`src/rtl/stopwatch_pkg.sv`:
```
`default_nettype none
// ============================================================================
// Module      : stopwatch_pkg
// Description : Shared state encoding and timing constants for the stopwatch.
// Revision    : 1.0 - initial release
// ============================================================================
package stopwatch_pkg;

  localparam int unsigned c_state_w       = 2;
  localparam int unsigned c_tick_period_ms = 10;

  typedef enum logic [c_state_w-1:0] {
    IDLE  = 2'd0,
    RUN   = 2'd1,
    PAUSE = 2'd2,
    LAP   = 2'd3
  } sw_state_e;

  function automatic logic is_counting(input sw_state_e s);
    return (s == RUN) || (s == LAP);
  endfunction

endpackage
`default_nettype wire

```
`src/rtl/stopwatch_tick_div.sv`:
```
`default_nettype none
// ============================================================================
// Module      : stopwatch_tick_div
// Description : Tick divider; one-cycle tick every TICK_DIV enabled clocks.
// Revision    : 1.0 - initial release
// ============================================================================
module stopwatch_tick_div #(
  parameter int unsigned TICK_DIV = 1_000_000
) (
  input  logic clk,
  input  logic rst_n,
  input  logic enable,
  input  logic hold,
  input  logic zero,
  output logic tick
);

  localparam int unsigned    c_cw   = (TICK_DIV > 1) ? $clog2(TICK_DIV) : 1;
  localparam logic [c_cw-1:0] c_last = c_cw'(TICK_DIV - 1);

  logic [c_cw-1:0] r_count;

  // zero beats hold beats enable, so a clear or IDLE entry always restarts phase
  always_ff @(posedge clk or negedge rst_n) begin
    if (!rst_n) begin
      r_count <= '0;
      tick    <= 1'b0;
    end else if (zero) begin
      r_count <= '0;
      tick    <= 1'b0;
    end else if (hold) begin
      tick    <= 1'b0;
    end else if (enable) begin
      if (r_count == c_last) begin
        r_count <= '0;
        tick    <= 1'b1;
      end else begin
        r_count <= r_count + 1'b1;
        tick    <= 1'b0;
      end
    end else begin
      tick    <= 1'b0;
    end
  end

endmodule
`default_nettype wire

```
`src/rtl/stopwatch_ctrl.sv`:
```
`default_nettype none
// ============================================================================
// Module      : stopwatch_ctrl
// Description : Stopwatch mode FSM, button edge/long-press detect, tick control.
// Revision    : 1.0 - initial release
// ============================================================================
module stopwatch_ctrl
  import stopwatch_pkg::*;
#(
  parameter int unsigned CLK_FREQ_KHZ  = 100_000,
  parameter int unsigned LONG_PRESS_MS = 1000
) (
  input  logic       clk,
  input  logic       rst_n,
  input  logic       btn_start,
  input  logic       btn_lap,
  output logic       tick,
  output logic       clear,
  output logic       lap_hold,
  output logic       running,
  output logic [1:0] state
);

  localparam int unsigned c_tick_div = CLK_FREQ_KHZ * c_tick_period_ms;
  localparam logic [31:0] c_long     = 32'(LONG_PRESS_MS * CLK_FREQ_KHZ);

  sw_state_e   r_state;
  sw_state_e   w_next;
  logic        r_start_prev;
  logic        r_lap_prev;
  logic [31:0] r_lp_cnt;
  logic        w_start_rise;
  logic        w_lap_rise;
  logic        w_lp_hit;
  logic        w_clear;

  always_comb begin
    w_start_rise = btn_start && !r_start_prev;
    w_lap_rise   = btn_lap && !r_lap_prev && !w_start_rise;
    // fires only on the step into c_long; once saturated it stays quiet
    w_lp_hit     = btn_lap && (r_lp_cnt != c_long) && ((r_lp_cnt + 32'd1) == c_long);
    w_clear      = w_lp_hit && ((r_state == IDLE) || (r_state == PAUSE));
    w_next       = r_state;
    if (w_clear) begin
      w_next = IDLE;
    end else if (w_start_rise) begin
      case (r_state)
        IDLE:    w_next = RUN;
        RUN:     w_next = PAUSE;
        PAUSE:   w_next = RUN;
        LAP:     w_next = PAUSE;
        default: w_next = IDLE;
      endcase
    end else if (w_lap_rise) begin
      if (r_state == RUN)      w_next = LAP;
      else if (r_state == LAP) w_next = RUN;
    end
  end

  always_ff @(posedge clk or negedge rst_n) begin
    if (!rst_n) begin
      r_state      <= IDLE;
      r_start_prev <= 1'b1;
      r_lap_prev   <= 1'b1;
      r_lp_cnt     <= '0;
      clear        <= 1'b0;
      lap_hold     <= 1'b0;
      running      <= 1'b0;
    end else begin
      r_state      <= w_next;
      r_start_prev <= btn_start;
      r_lap_prev   <= btn_lap;
      if (!btn_lap)                r_lp_cnt <= '0;
      else if (r_lp_cnt != c_long) r_lp_cnt <= r_lp_cnt + 32'd1;
      clear        <= w_clear;
      lap_hold     <= (w_next == LAP);
      running      <= is_counting(w_next);
    end
  end

  assign state = r_state;

  // divider only advances when counting both before and after the edge
  stopwatch_tick_div #(
    .TICK_DIV (c_tick_div)
  ) u_tick_div (
    .clk    (clk),
    .rst_n  (rst_n),
    .enable (is_counting(r_state)),
    .hold   ((r_state == PAUSE) || (w_next == PAUSE)),
    .zero   (w_next == IDLE),
    .tick   (tick)
  );

endmodule
`default_nettype wire

```
`config.mk`:
```
export PLATFORM = sky130hd
export DESIGN_NAME = stopwatch_ctrl
export DESIGN_NICKNAME = d
export VERILOG_FILES = /design/src/rtl/stopwatch_pkg.sv /design/src/rtl/stopwatch_tick_div.sv /design/src/rtl/stopwatch_ctrl.sv
export SDC_FILE = /design/constraint.sdc
export NUM_CORES = 1
export LEC_CHECK = 0
export BUFFER_PORTS_ARGS = -buffer_cell sky130_fd_sc_hd__buf_2
export CAP_MARGIN = 20
export CORE_MARGIN = 3
export CORE_UTILIZATION = 45
export DETAILED_ROUTE_END_ITERATION = 16
export SYNTH_ARGS = -nofsm -noshare
export SYNTH_HDL_FRONTEND = slang
export SYNTH_SLANG_ARGS = --single-unit
```
`constraint.sdc`:
```
create_clock -name clk -period 4.45 [get_ports clk]
set_input_delay 0.445 -clock clk [delete_from_list [all_inputs] [get_ports clk]]
set_output_delay 0.445 -clock clk [all_outputs]
set_load 0.01 [all_outputs]
```
* Word-level counts from Yosys, hierarchy flattened
Index checks and enable logic that the tools add are counted.
** Word-level totals
- Register bits after elaboration :: 60
- Output and inout bits :: 6
- Logic and storage cells :: 57
** Cells by class
- Reduce and logical (&&, ||, !) cells :: 19
- Equal/unequal tests :: 11
- Add/subtract/negate cells :: 2
- Mux-type cells :: 16
** Operators with widths (number)
- 2-to-1 mux 20 bit :: 4
- 2-to-1 mux 32 bit :: 2
- adder 32 x 1 -> 32 bit, second input constant :: 1
- equality test 32 x 27 -> 1 bit, second input constant :: 1
- != test 32 x 27 -> 1 bit, second input constant :: 1
- adder 20 x 1 -> 20 bit, second input constant :: 1
- equality test 20 bit, second input constant :: 1
- 2-to-1 mux 2 bit :: 5
- equality test 2 bit, second input constant :: 4
- logical AND 1 bit :: 6
- equality test 2 x 1 -> 1 bit, second input constant :: 2
- logical NOT 2 bit :: 2
- logical OR 1 bit :: 4
- 2-to-1 mux 1 bit :: 4
- one-hot mux 2 bit (2 select lines) :: 1
- OR reduction 2 bit :: 2
- logical NOT 1 bit :: 3
- != test 2 x 1 -> 1 bit, second input constant :: 1
- != test 2 bit, second input constant :: 1
- AND reduction 2 bit :: 1
- nonzero test 2 bit :: 1

* Logic depth before layout (Yosys ltp)
- Depth after elaboration :: 11
- Mapped depth :: 12

* Modules after synthesis
From an unflattened synthesis, not the netlist that was laid out.
** Unflattened totals
- Cells, all modules :: 402
- Area, all modules :: 3703.6 um2
** Modules (own cells, without submodules)
- stopwatch_ctrl :: cells an instance 279, times used 1, area each 2557.5 um2
- stopwatch_tick_div :: cells an instance 123, times used 1, area each 1146.1 um2

* Least setup slack after synthesis
Ideal clock, no wire load.
- Path kind :: reg-to-reg
- From :: register r_lp_cnt[0]
- To :: register r_state[0] (netlist: state[0])
- Library setup time :: 0.138 ns
- Period minus slack after synthesis :: 2.625 ns
- Data arrival time :: 2.487 ns
- Stages on the path, launching flop included :: 12
- Setup slack :: 1.825 ns
- Cell sequence :: dfrtp_1 -> ha_1 -> and3_1 -> clkbuf_1 -> or3_1 -> a2111oi_0 -> nor4b_1 -> and4_1 -> and4b_1 -> buf_4 -> buf_6 -> a21oi_1
** Between the ends
- Longest elaborated chain between the ends :: 5
- Elaborated cells on any way between the ends :: 7
- Those cells by class :: 1 x add/sub; 2 x eq/ne; 1 x mux; 3 x reduce/logical
** RTL lines
- start: declaration :: RTL line stopwatch_ctrl.sv:31 : logic [31:0] r_lp_cnt;
- start signal: assignment :: RTL line stopwatch_ctrl.sv:74 : else if (r_lp_cnt != c_long) r_lp_cnt <= r_lp_cnt + 32'd1;
- adder 32 x 1 -> 32 bit / != test 32 x 27 -> 1 bit (equally long branches) :: RTL line stopwatch_ctrl.sv:41 : w_lp_hit = btn_lap && (r_lp_cnt != c_long) && ((r_lp_cnt + 32'd1) == c_long);
- equality test 32 x 27 -> 1 bit / logical AND 1 bit (equally long branches) :: RTL line stopwatch_ctrl.sv:41
- logical AND 1 bit * :: RTL line stopwatch_ctrl.sv:41
- logical AND 1 bit * :: RTL line stopwatch_ctrl.sv:42 : w_clear = w_lp_hit && ((r_state == IDLE) || (r_state == PAUSE));
- 2-to-1 mux 2 bit * :: RTL line stopwatch_ctrl.sv:44 : if (w_clear) begin
- via w_next[0] :: RTL line stopwatch_ctrl.sv:28 : sw_state_e w_next;
- end signal: assignment :: RTL line stopwatch_ctrl.sv:70 : r_state <= w_next;
- end: declaration :: RTL line stopwatch_ctrl.sv:27 : sw_state_e r_state;
The timed path passes the listed nets; every way through them passes the cells marked *.
A chain may end at the register's enable or synchronous reset.

* Worst setup path after layout
- From :: register r_lp_cnt[8]
- To :: register u_tick_div.r_count[0]
** Between the ends
- Longest elaborated chain between the ends :: 9
- Elaborated cells on any way between the ends :: 14
- Those cells by class :: 1 x add/sub; 4 x eq/ne; 2 x mux; 7 x reduce/logical
** RTL lines
- adder 32 x 1 -> 32 bit / != test 32 x 27 -> 1 bit (equally long branches) :: RTL line stopwatch_ctrl.sv:41
- equality test 32 x 27 -> 1 bit / logical AND 1 bit (equally long branches) :: RTL line stopwatch_ctrl.sv:41
- logical AND 1 bit * :: RTL line stopwatch_ctrl.sv:41
- logical AND 1 bit * :: RTL line stopwatch_ctrl.sv:42
- 2-to-1 mux 2 bit * :: RTL line stopwatch_ctrl.sv:44
- equality test 2 bit :: RTL line stopwatch_ctrl.sv:90 : .hold ((r_state == PAUSE) || (w_next == PAUSE)),
- logical OR 1 bit :: RTL line stopwatch_ctrl.sv:90
- != test 2 bit (no line)
- AND reduction 2 bit (no line)
- end signal: assignment :: RTL line stopwatch_tick_div.sv:38 : r_count <= r_count + 1'b1;
- end: declaration :: RTL line stopwatch_tick_div.sv:21 : logic [c_cw-1:0] r_count;
Mark *: on every way between the ends. The rest lies on a longest branch, timed or not.

==> out/metrics.csv <==
metric,value,unit
hold_sp,btn_start,
Finished Cell Area,3965,um2
max-slew violations,0,
post-cts resize count,0,
fin util,50.27,%
Setup crit start kind,register,
drt drc,0,
layout cell share with drive strength beyond 1,8.115,%
largest net degree at the start of global routing,60,
Horiz. Die Dim,96.97,um
"Hold-fix buffers, CTS",0,
Crit path arrival time,3.66,ns
IO Pins,10,
die height,96.97,um
std cell rows,32,
Clock transition at path regs,0.06,ns
GPL Wtd Cong,0.8595,
die area,9402,um2
status,completed,
Slew Limit Headroom,33.63,%
Worst EP required,4.66,ns
initial antenna violation count,0,
drt total wl,8469,um
Setup Viol. Count Final,0,
setup TNS,0,ns
Diodes inserted,0,
Root Buffer,clkbuf_8,
Pwr per Cell Area,338.3,nW/um2
"Slowest-stage cell, CP",or4_1,
Final Net Count,428,
number of synthesized flops with an enable pin,0,
DP Area,3771,um2
GR Overflow Total,0,
top layer in use,met4,
worst setup margin,1.007,ns
crit-path max cell delay,0.69,ns
Yosys warnings,0,
Post-Place Worst Slack,1.106,ns
Worst VDD drop,153.2,uV
"critical path fanouts, max",14,
Max Buffers Root-to-Sink,2,
dpl hpwl,5754,um
synthesized area,3724,um2
fraction of registers with async set/reset,100.0,%
total CTS buffers,9,
count of final hold-check violations,0,
H-tree depth,3,
max_cap viols,0,
crit-path leading delay family,simple AND/OR/NAND/NOR gates,
syn nets,433,
CP endpoint kind,register,
distinct cell type count after synthesis,53,
worst setup path start,r_lp_cnt[8],
clk_skew,0.01199,ns
layout filler cell count,768,
register area share after synthesis,39.72,%
period utilization,77.38,%
first-pass detailed-route iteration total,5,
CP Class,reg -> reg,
Tot GR Track Use,18.56,%
Vias,3007,
HP Class,in -> reg,
Via density,5.772,
core footprint,7888,um2
DR WL met3,293,um
Leakage,1.675,nW
Worst Path Buf+Inv,1,
routed len/inst,16.26,um
Post-CTS Setup Bufs,0,
clock latency on the worst-skew pair,0.34,ns
fmax,0.2904,GHz
CP Cell Sequence,"nand4_4, or4_1, nor4b_1, xor2_1, nor4_1, and4b_1, buf_4, nor2_1",
minimum clock period after layout,3.444,ns
CTS tree,yes,
initial core utilization,47.21,%
first-pass GRT wire length,14390,um
synthesized flop and latch total,59,
met2 WL,3678,um
vias in the first global route,2833,
"commonest non-fill, non-tap cell in the layout",dfrtp_1,
measured slew at the worst slew-check pin,0.9864,ns
DRT iter0 DRCs,239,
most frequent cells in the layout,"57 x dfrtp_1, 51 x nor2_1, 34 x nand2_1, 26 x xnor2_1, 19 x nand3_1",
Mapped Cells,420,
IO buf count,9,
Layout area overhead,6.485,%
Post-Syn Area per Cell,8.866,um2
Worst R2R Start,r_lp_cnt[8],
Clock Sinks,59,
ys flop type,dfrtp_1,
Post-Route M1 WL,4358,um
post-route antenna net violation count,0,
flop-to-flop setup slack,1.01,ns
RSZ-0062 raised after global routing,no,
==> final timing paths <==
| check | endpoint | depth (start not counted) |
|---|---|---|
| setup / recovery | u_tick_div.r_count[0] | 8 |
| hold / removal | r_start_prev | 1 |
| setup reg to reg | u_tick_div.r_count[0] | 8 |
| hold reg to reg | u_tick_div.r_count[2] | 2 |
| max in group asynchronous | u_tick_div.r_count[0] | 2 |
| min in group asynchronous | r_lp_cnt[5] | 2 |
==> state kept, by name, indices dropped and copies added, names as in the netlist <==
signal / count
r_lap_prev: 1
u_tick_div.r_count: 20
clear: 1
state: 2
r_lp_cnt: 32
r_start_prev: 1
lap_hold: 1
u_tick_div.tick: 1
==> layout make-up <==
cell class | instances | area (um2) | area share, %
timing repair buffer | 13 | 75.07 | 1.893
clock buffer | 13 | 158.9 | 4.008
tap | 102 | 127.6 | 3.219
clock inverter | 2 | 35.03 | 0.8836
multi-input combinational | 322 | 2052 | 51.75
sequential | 59 | 1479 | 37.30
inverter | 10 | 37.54 | 0.9467
==> kinds of logic after synthesis <==
kind of cell    Yosys count  share of synthesized area (%)
simple gates            213                          31.69
flops                    59                          39.72
compound gates           54                          9.342
xor+xnor                 40                          9.409
buf+inv                  39                          5.175
fa+ha+maj                 9                          3.024
mux                       6                          1.647
==> report_power, final <==
part	total (mW)	switching, mW	internal [mW]
Clock	0.497	0.211	0.286
Combinational	0.258	0.173	0.0848
Sequential	0.587	0.0268	0.560
Total	1.34	0.411	0.931
==> per-stage QoR <==
step           cells  hold WS (ns)  power, mW
6_report         521        0.2216      1.341
5_1_grt          521        0.2154      1.416
4_1_cts          521        0.2066      1.357
3_5_place_dp     506        0.5508     0.8533
3_3_place_gp     506        0.5370     0.8509
2_1_floorplan    420        0.1494     0.7701
==> synth_stat cells (12+ instances only) <==
cell type	instances	area, um2
and3_1	12	75.07
and2_1	12	75.07
xor2_1	14	122.6
nand4_1	14	87.58
a21oi_1	14	70.07
dfrtp_1	57	1426
nor2_1	51	191.4
o21ai_0	13	65.06
nand3_1	19	95.09
nand2_1	34	127.6
xnor2_1	26	227.7
clkbuf_1	15	56.30
nor4_1	12	75.07
==> layer usage <==
metal,up-vias,GRT usage (%)
met5,-,0
met4,0,6.911
met3,13,3.244
met2,55,27.02
met1,1475,27.47
li1,1464,-
No activity file was read; power rests on OpenSTA's default activity.
